`src/rtl/fifo_arb_pkg.sv`:
```
// Shared types and defaults for the two-writer / one-reader FIFO front end.
package fifo_arb_pkg;

    localparam int unsigned DW_DEFAULT     = 8;
    localparam int unsigned RD_LAT_DEFAULT = 2;

    typedef enum logic [1:0] {
        IDLE,
        RD_ISSUE,
        RD_WAIT,
        RD_HOLD
    } rd_state_t;

endpackage

```
`src/rtl/rr_arb2.sv`:
```
// Two-way round-robin grant; the last-grant pointer moves only when a write is accepted.
module rr_arb2 (
    input  logic clock,
    input  logic reset,
    input  logic req0,
    input  logic req1,
    input  logic accept,
    output logic grant0,
    output logic grant1
);

    // last = 1 means requester 1 was granted most recently, so requester 0 wins a tie
    logic last;

    always_comb begin
        grant0 = req0 && (!req1 || last);
        grant1 = req1 && (!req0 || !last);
    end

    always_ff @(posedge clock) begin
        if (reset) begin
            last <= 1'b1;
        end else if (accept) begin
            last <= grant1;
        end
    end

endmodule

```
`src/rtl/fifo_share_arb.sv`:
```
// Shares one FIFO write port between two requesters and drains the FIFO into a
// valid/ready consumer, one read in flight at a time.
module fifo_share_arb
    import fifo_arb_pkg::*;
#(
    parameter int unsigned RD_LAT = RD_LAT_DEFAULT,
    parameter int unsigned DW     = DW_DEFAULT
) (
    input  logic          clock,
    input  logic          reset,
    input  logic          wr0_valid,
    input  logic [DW-1:0] wr0_data,
    output logic          wr0_ready,
    input  logic          wr1_valid,
    input  logic [DW-1:0] wr1_data,
    output logic          wr1_ready,
    output logic          fifo_write_n,
    output logic [DW-1:0] fifo_data_in,
    output logic          fifo_read_n,
    input  logic [DW-1:0] fifo_data_out,
    input  logic          fifo_full,
    input  logic          fifo_empty,
    input  logic          rd_en,
    output logic          tx_valid,
    output logic [DW-1:0] tx_data,
    input  logic          tx_ready,
    output logic          busy
);

    localparam logic [1:0] WAIT_LAST = 2'(RD_LAT - 1);

    logic grant0;
    logic grant1;
    logic accept;

    rr_arb2 u_arb (
        .clock  (clock),
        .reset  (reset),
        .req0   (wr0_valid),
        .req1   (wr1_valid),
        .accept (accept),
        .grant0 (grant0),
        .grant1 (grant1)
    );

    always_comb begin
        wr0_ready    = grant0 && !fifo_full && !reset;
        wr1_ready    = grant1 && !fifo_full && !reset;
        accept       = (wr0_valid && wr0_ready) || (wr1_valid && wr1_ready);
        fifo_write_n = !accept;
        fifo_data_in = grant1 ? wr1_data : wr0_data;
    end

    rd_state_t  state;
    rd_state_t  state_nx;
    logic [1:0] wait_cnt;

    always_comb begin
        state_nx = state;
        case (state)
            IDLE:     if (rd_en && !fifo_empty) state_nx = RD_ISSUE;
            RD_ISSUE: state_nx = RD_WAIT;
            RD_WAIT:  if (wait_cnt == WAIT_LAST) state_nx = RD_HOLD;
            RD_HOLD:  if (tx_ready) state_nx = (rd_en && !fifo_empty) ? RD_ISSUE : IDLE;
            default:  state_nx = IDLE;
        endcase
    end

    always_ff @(posedge clock) begin
        if (reset) begin
            state    <= IDLE;
            wait_cnt <= '0;
            tx_valid <= 1'b0;
            tx_data  <= '0;
        end else begin
            state    <= state_nx;
            wait_cnt <= (state == RD_WAIT) ? wait_cnt + 2'd1 : '0;
            tx_valid <= (state_nx == RD_HOLD);
            // capture on the edge that closes the last wait cycle
            if (state == RD_WAIT && state_nx == RD_HOLD) begin
                tx_data <= fifo_data_out;
            end
        end
    end

    always_comb begin
        fifo_read_n = (state != RD_ISSUE);
        busy        = (state != IDLE);
    end

endmodule

```
`config.mk`:
```
export PLATFORM = sky130hd
export DESIGN_NAME = fifo_share_arb
export DESIGN_NICKNAME = d
export VERILOG_FILES = /design/src/rtl/fifo_arb_pkg.sv /design/src/rtl/rr_arb2.sv /design/src/rtl/fifo_share_arb.sv
export SDC_FILE = /design/constraint.sdc
export NUM_CORES = 1
export LEC_CHECK = 0
export ABC_AREA = 1
export BUFFER_PORTS_ARGS = -buffer_cell sky130_fd_sc_hd__buf_4
export CORE_MARGIN = 1.5
export CORE_UTILIZATION = 25
export CTS_CLUSTER_SIZE = 12
export DETAILED_ROUTE_END_ITERATION = 16
export PLACE_DENSITY = 0.56
export REMOVE_ABC_BUFFERS = 1
export SYNTH_ARGS = -nofsm -noshare
export SYNTH_HDL_FRONTEND = slang
export SYNTH_SLANG_ARGS = --single-unit
```
`constraint.sdc`:
```
create_clock -name clock -period 1.5 [get_ports clock]
set_input_delay 0.45 -clock clock [delete_from_list [all_inputs] [get_ports clock]]
set_output_delay 0.45 -clock clock [all_outputs]
set_load 0.01 [all_outputs]
```
After elaboration in Yosys (flattened, before gate mapping) --
Index checks and enable logic that the tools add are counted.
Operators by class: add/subtract/negate cells 1, bitwise operators 1, reductions and logical operators 23, mux-type cells 6, eq/ne operators 6
Operators with widths (number):
- logical AND 1 bit | 10
- two-way mux 8 bit | 1
- case mux 2 bit (4 select lines) | 1
- logical NOT 1 bit | 7
- equality test 2 bit, second input constant | 3
- two-way mux 2 bit | 3
- equality test 2 x 1 -> 1 bit, second input constant | 2
- logical OR 1 bit | 3
- adder 2 x 1 -> 2 bit, second input constant | 1
- logical NOT 2 bit | 1
- != test 2 x 1 -> 1 bit, second input constant | 1
- nonzero test 2 bit | 1
- OR reduction 2 bit | 1
- two-way mux 1 bit | 1
- NOT 1 bit | 1
Storage, ports and cells: output and inout port bits 22, bits of input ports 32, word-level logic and storage cells 42, register bits 14

Logic depth before layout (Yosys ltp) --
depth in word-level cells 8, depth in mapped cells 7, mapped depth without buffers 6

By module --
From an unflattened synthesis, not the netlist that was laid out.
Second synthesis, totals: cell total of the unflattened synthesis 107, area total of the unflattened synthesis 730.7 um^2
By module, submodules not included:
- fifo_share_arb | seq. area each 260.2 um^2, area an instance 671.9 um^2, instances 1, cells an instance 98
- rr_arb2 | seq. area each 20.0 um^2, area an instance 58.8 um^2, instances 1, cells an instance 9

Worst setup path after synthesis --
Ideal clock, no wire load.
path type input port to output port, from in wr0_valid, to out fifo_write_n, path buffers 1, data required time 1.050 ns, arrival time 0.952 ns, stages 7, slack 0.098 ns, cells stage by stage nand2_1 nand2_1 buf_4 nor2_1 nand2_1 nand2_1 inv_1
On the way: longest elaborated chain between the ends 8, elaborated cells on any way between the ends 12, classes of those cells reduce/logical: 12
Ends and longest elaborated chain:
- start: declaration | line fifo_share_arb.sv:11 | input logic wr0_valid,
- logical NOT 1 bit | line rr_arb2.sv:17 | grant1 = req1 && (!req0 || !last);
- logical OR 1 bit | line rr_arb2.sv:17
- logical AND 1 bit | line rr_arb2.sv:17
- logical AND 1 bit (2 in a row) | line fifo_share_arb.sv:48 | wr1_ready = grant1 && !fifo_full && !reset;
- logical AND 1 bit | line fifo_share_arb.sv:49 | accept = (wr0_valid && wr0_ready) || (wr1_valid && wr1_ready);
- logical OR 1 bit (*) | line fifo_share_arb.sv:49
- logical NOT 1 bit (*) | line fifo_share_arb.sv:50 | fifo_write_n = !accept;
- end: declaration | line fifo_share_arb.sv:17 | output logic fifo_write_n,
Mark *: on every way between the ends. The rest lies on a longest branch, timed or not.

Worst setup path in the final report --
from reg u_arb.last, to out fifo_write_n
On the way: longest elaborated chain between the ends 8, elaborated cells on any way between the ends 13, classes of those cells reduce/logical: 13
Ends and longest elaborated chain:
- start: declaration | line rr_arb2.sv:13 | logic last;
- start signal: assignment | line rr_arb2.sv:24 | last <= grant1;
- logical NOT 1 bit | line rr_arb2.sv:17
- logical OR 1 bit | line rr_arb2.sv:17
- logical AND 1 bit | line rr_arb2.sv:17
- logical AND 1 bit (2 in a row) | line fifo_share_arb.sv:48
- logical AND 1 bit | line fifo_share_arb.sv:49
- logical OR 1 bit (*) | line fifo_share_arb.sv:49
- logical NOT 1 bit (*) | line fifo_share_arb.sv:50
Marked as above.

==> implementation parameters <==
Parameter                              Value

Run status
  Outcome ... complete, but fails checks
  Violated checks ... negative setup slack

Timing
  Post-layout minimum cycle time ... 1620 ps
  Hold violation total from the final report ... 0
  Peak Freq ... 615 MHz
  Total of endpoints with negative setup slack in the final report ... 11
  Worst Slack Setup Final ... -125 ps
  Worst slew margin relative to its limit ... 76.4%
  Worst clock skew ... 1.03 ps
  Final period util ... 108%
  Unrepaired setup endpoints after global routing ... yes
  Pins Over Slew Limit ... 0
  Worst Tran Pin Value ... 354 ps
  Worst hold slack ... 428 ps

Yosys
  Synth async-reset ratio ... 0%
  Area of the mapped netlist ... 723 um^2
  Mean Syn Cell Area ... 6.63 um^2
  Seq/Total Area, Yosys ... 38.8%
  Yosys warning count ... 0
  Total of flip-flops plus latches after synthesis ... 14
  Number of enable flip-flop cells after synthesis ... 0
  Distinct cells, synth ... 17
  Flip-flop cell with the highest count after synthesis ... sky130_fd_sc_hd__dfxtp_1
  Count of mapped cells out of synthesis ... 109

Clock network
  Deepest clock path buffer count ... 2
  Sinks on the clock net ... 14
  Clock tree from TritonCTS ... yes
  Number of H-tree levels ... 1
  Number of hold buffers added after cts ... 0
  Clock edge transition at the registers on the reported setup and hold paths ... 80 ps
  TritonCTS buffer count ... 3
  Clock root buffer ... sky130_fd_sc_hd__clkbuf_4
  Source-to-sink clock delay at the later pin of the worst-skew pair ... 270 ps

Worst setup path
  Worst Path Class, Setup ... flip-flop to output pin
  Element type at the critical path start ... flip-flop
  Worst r2r path cells ... 5
  Worst R2R End ... state[0]
  Capturing element of the worst setup path ... fifo_write_n
  Cell family with most CP delay ... simple AND/OR/NAND/NOR gates
  Origin of the critical flop-to-flop path ... wait_cnt[0]
  Count of buffer and inverter cells on the critical path ... 2
  Number of cells on the critical path ... 7
  Worst-path maximum fanout ... 4
  First element of the critical path ... u_arb.last
  Kind of end point of the critical path ... output pin
  Largest stage delay on the critical path ... 340 ps
  FF-to-FF setup slack ... 310 ps
  Critical Path, Cell by Cell ... nand2_2 -> nand2_4 -> nor2_2 -> nand2_1 -> nand2_1 -> inv_1 -> buf_6
  Worst EP arrival ... 1170 ps
  Required arrival time at the worst endpoint ... 1050 ps
  Most Frequent Cell on Critical Path ... sky130_fd_sc_hd__nand2_1
  Critical-path cell with the highest stage delay ... sky130_fd_sc_hd__dfxtp_2

Placement
  Final weighted congestion in routability-driven placement ... 0.767
  Instance count after placement with tap cells included ... 194
  Detailed Place HPWL ... 1.49 mm
  I/O Buffers ... 53
  Placement-stage cell area ... 0.00117 mm^2

Finish
  Leading cell type in the layout, fill and taps excluded ... sky130_fd_sc_hd__buf_4
  Final core occ ... 47.4%
  Area taken by flip-flops and latches ... 282 um^2
  Filler Cells Inserted ... 288
  Non-filler cells, final ... 199
  Area taken by multi-input logic gates ... 408 um^2
  Final non-filler cell area ... 0.00131 mm^2
  Antenna fix cells ... 0
  Synth-to-Final Area Change ... 80.8%
  Fraction of layout instances using a drive strength above 1 ... 53.0%
  Most frequent cells in the layout ... sky130_fd_sc_hd__buf_4 (49), sky130_fd_sc_hd__nand2_1 (24), sky130_fd_sc_hd__nand2_2 (18), sky130_fd_sc_hd__inv_1 (13), sky130_fd_sc_hd__dfxtp_1 (13)
  # nets final ... 203

Hold path
  Hold/Removal Path Class ... flip-flop to flip-flop
  WHS Path Cells ... 1

GRT
  Vias in the first global route ... 819
  Global-route usage over all layers ... 12.5%
  Remaining global-route overflow ... 0
  Wire length of the first global-routing pass ... 3.22 mm
  Antenna violations before repair ... 0
  Pin count of the biggest net entering global routing ... 12

Power and ir drop
  Final Total Pwr ... 0.846 mW
  Net switching power of the design ... 0.232 mW
  Share of total power in the clock network ... 24.6%
  Cell internal pwr ... 0.614 mW
  Combinational fraction of design power ... 29.9%
  Power density cells ... 647 mW/mm^2
  Share of total power in sequential cells ... 45.5%
  Net switching fraction of the power ... 27.4%
  Leakage ... 0.667 nW
  Maximum vdd ir drop ... 344 uV

Die
  Die Height ... 56.8 um
  Effective utilization at floorplan ... 26.2%
  Placeable core region ... 0.00276 mm^2
  Area of the die ... 0.00322 mm^2
  Row cnt ... 19
  Width of the die ... 56.8 um
  Boundary pin count ... 54

Routing
  Drt via density ... 4.42
  Antenna violation net count after detailed routing ... 0
  WL per Instance ... 9.85 um
  First DRT Iteration DRCs ... 6
  First drt pass iteration count ... 4
  Number of vias in the routed layout ... 879
  Total routed wirelength ... 1.96 mm
  Post-detailed-route DRC marker count ... 0

Run
  Count of max-cap constraint violations ... 0
==> layout make-up <==
cell class / count / area share, %
Timing Repair Buffer: 60 / 37.9
Tap cell: 31 / 2.97
Inverter: 15 / 4.69
Sequential cell: 14 / 21.5
Clock buffer: 3 / 1.72
Multi-Input combinational cell: 76 / 31.2
==> routing by layer <==
metal  up-vias  global-route usage (%)  wire length [um]
met5         -                       0                 0
met4         0                    2.99                 0
met3         0                    4.15               211
met2        46                    22.6               931
met1       372                    13.9               818
li1        461                       -                 -
==> synthesized netlist by cell type, types with 2 or more instances <==
cell | instances | share of area, %
sky130_fd_sc_hd__nand3_1 | 3 | 2.1
sky130_fd_sc_hd__nand2_1 | 42 | 22
sky130_fd_sc_hd__dfxtp_1 | 14 | 39
sky130_fd_sc_hd__nand4_1 | 8 | 6.9
sky130_fd_sc_hd__inv_1 | 14 | 7.3
sky130_fd_sc_hd__nor2_1 | 8 | 4.2
sky130_fd_sc_hd__a21oi_1 | 9 | 6.2
sky130_fd_sc_hd__buf_4 | 2 | 2.1
==> cells by family after synthesis <==
group / share of synthesized area [%]
AO/OA/AOI/OAI: 7.96
adder cells (fa/ha/maj): 1.73
buffers and inverters: 12.5
flip-flops: 38.8
AND/OR/NAND/NOR: 39.1
==> power groups by stage <==
stage               combinational [mW]  sequential [mW]  clock, mW
floorplan                       0.0713            0.395          0
global placement                 0.206            0.392          0
detailed placement               0.208            0.392          0
CTS                              0.241            0.384      0.212
global route                     0.277            0.386      0.232
finish                           0.253            0.385      0.208
==> flip-flops by register name, indices dropped and copies added (netlist names) <==
register and cells:
u_arb.last 1, tx_data 8, state 2, tx_valid 1
wait_cnt 2
==> what timing repair did <==
action,CTS,global route
gates resized for setup,25,11
endpoints found under the setup margin,11,12
setup buffers,1,1
pin swaps,9,4
==> per-stage QoR <==
step           setup TNS, ps  setup WS (ps)
2_1_floorplan              0           46.9
3_3_place_gp            -694          -87.6
3_5_place_dp           -1040           -129
4_1_cts                 -935           -113
5_1_grt                -1870           -198
6_report               -1070           -125
==> worst min-delay path by stage <==
stage / from / to
after floorplan: wait_cnt[0] / wait_cnt[0]
after global placement: wait_cnt[0] / wait_cnt[0]
after detailed placement: wait_cnt[0] / wait_cnt[0]
after CTS: wait_cnt[0] / wait_cnt[0]
after global routing: fifo_data_out[6] / tx_data[6]
final: wait_cnt[0] / wait_cnt[0]
(Power assumes the default switching activity.)
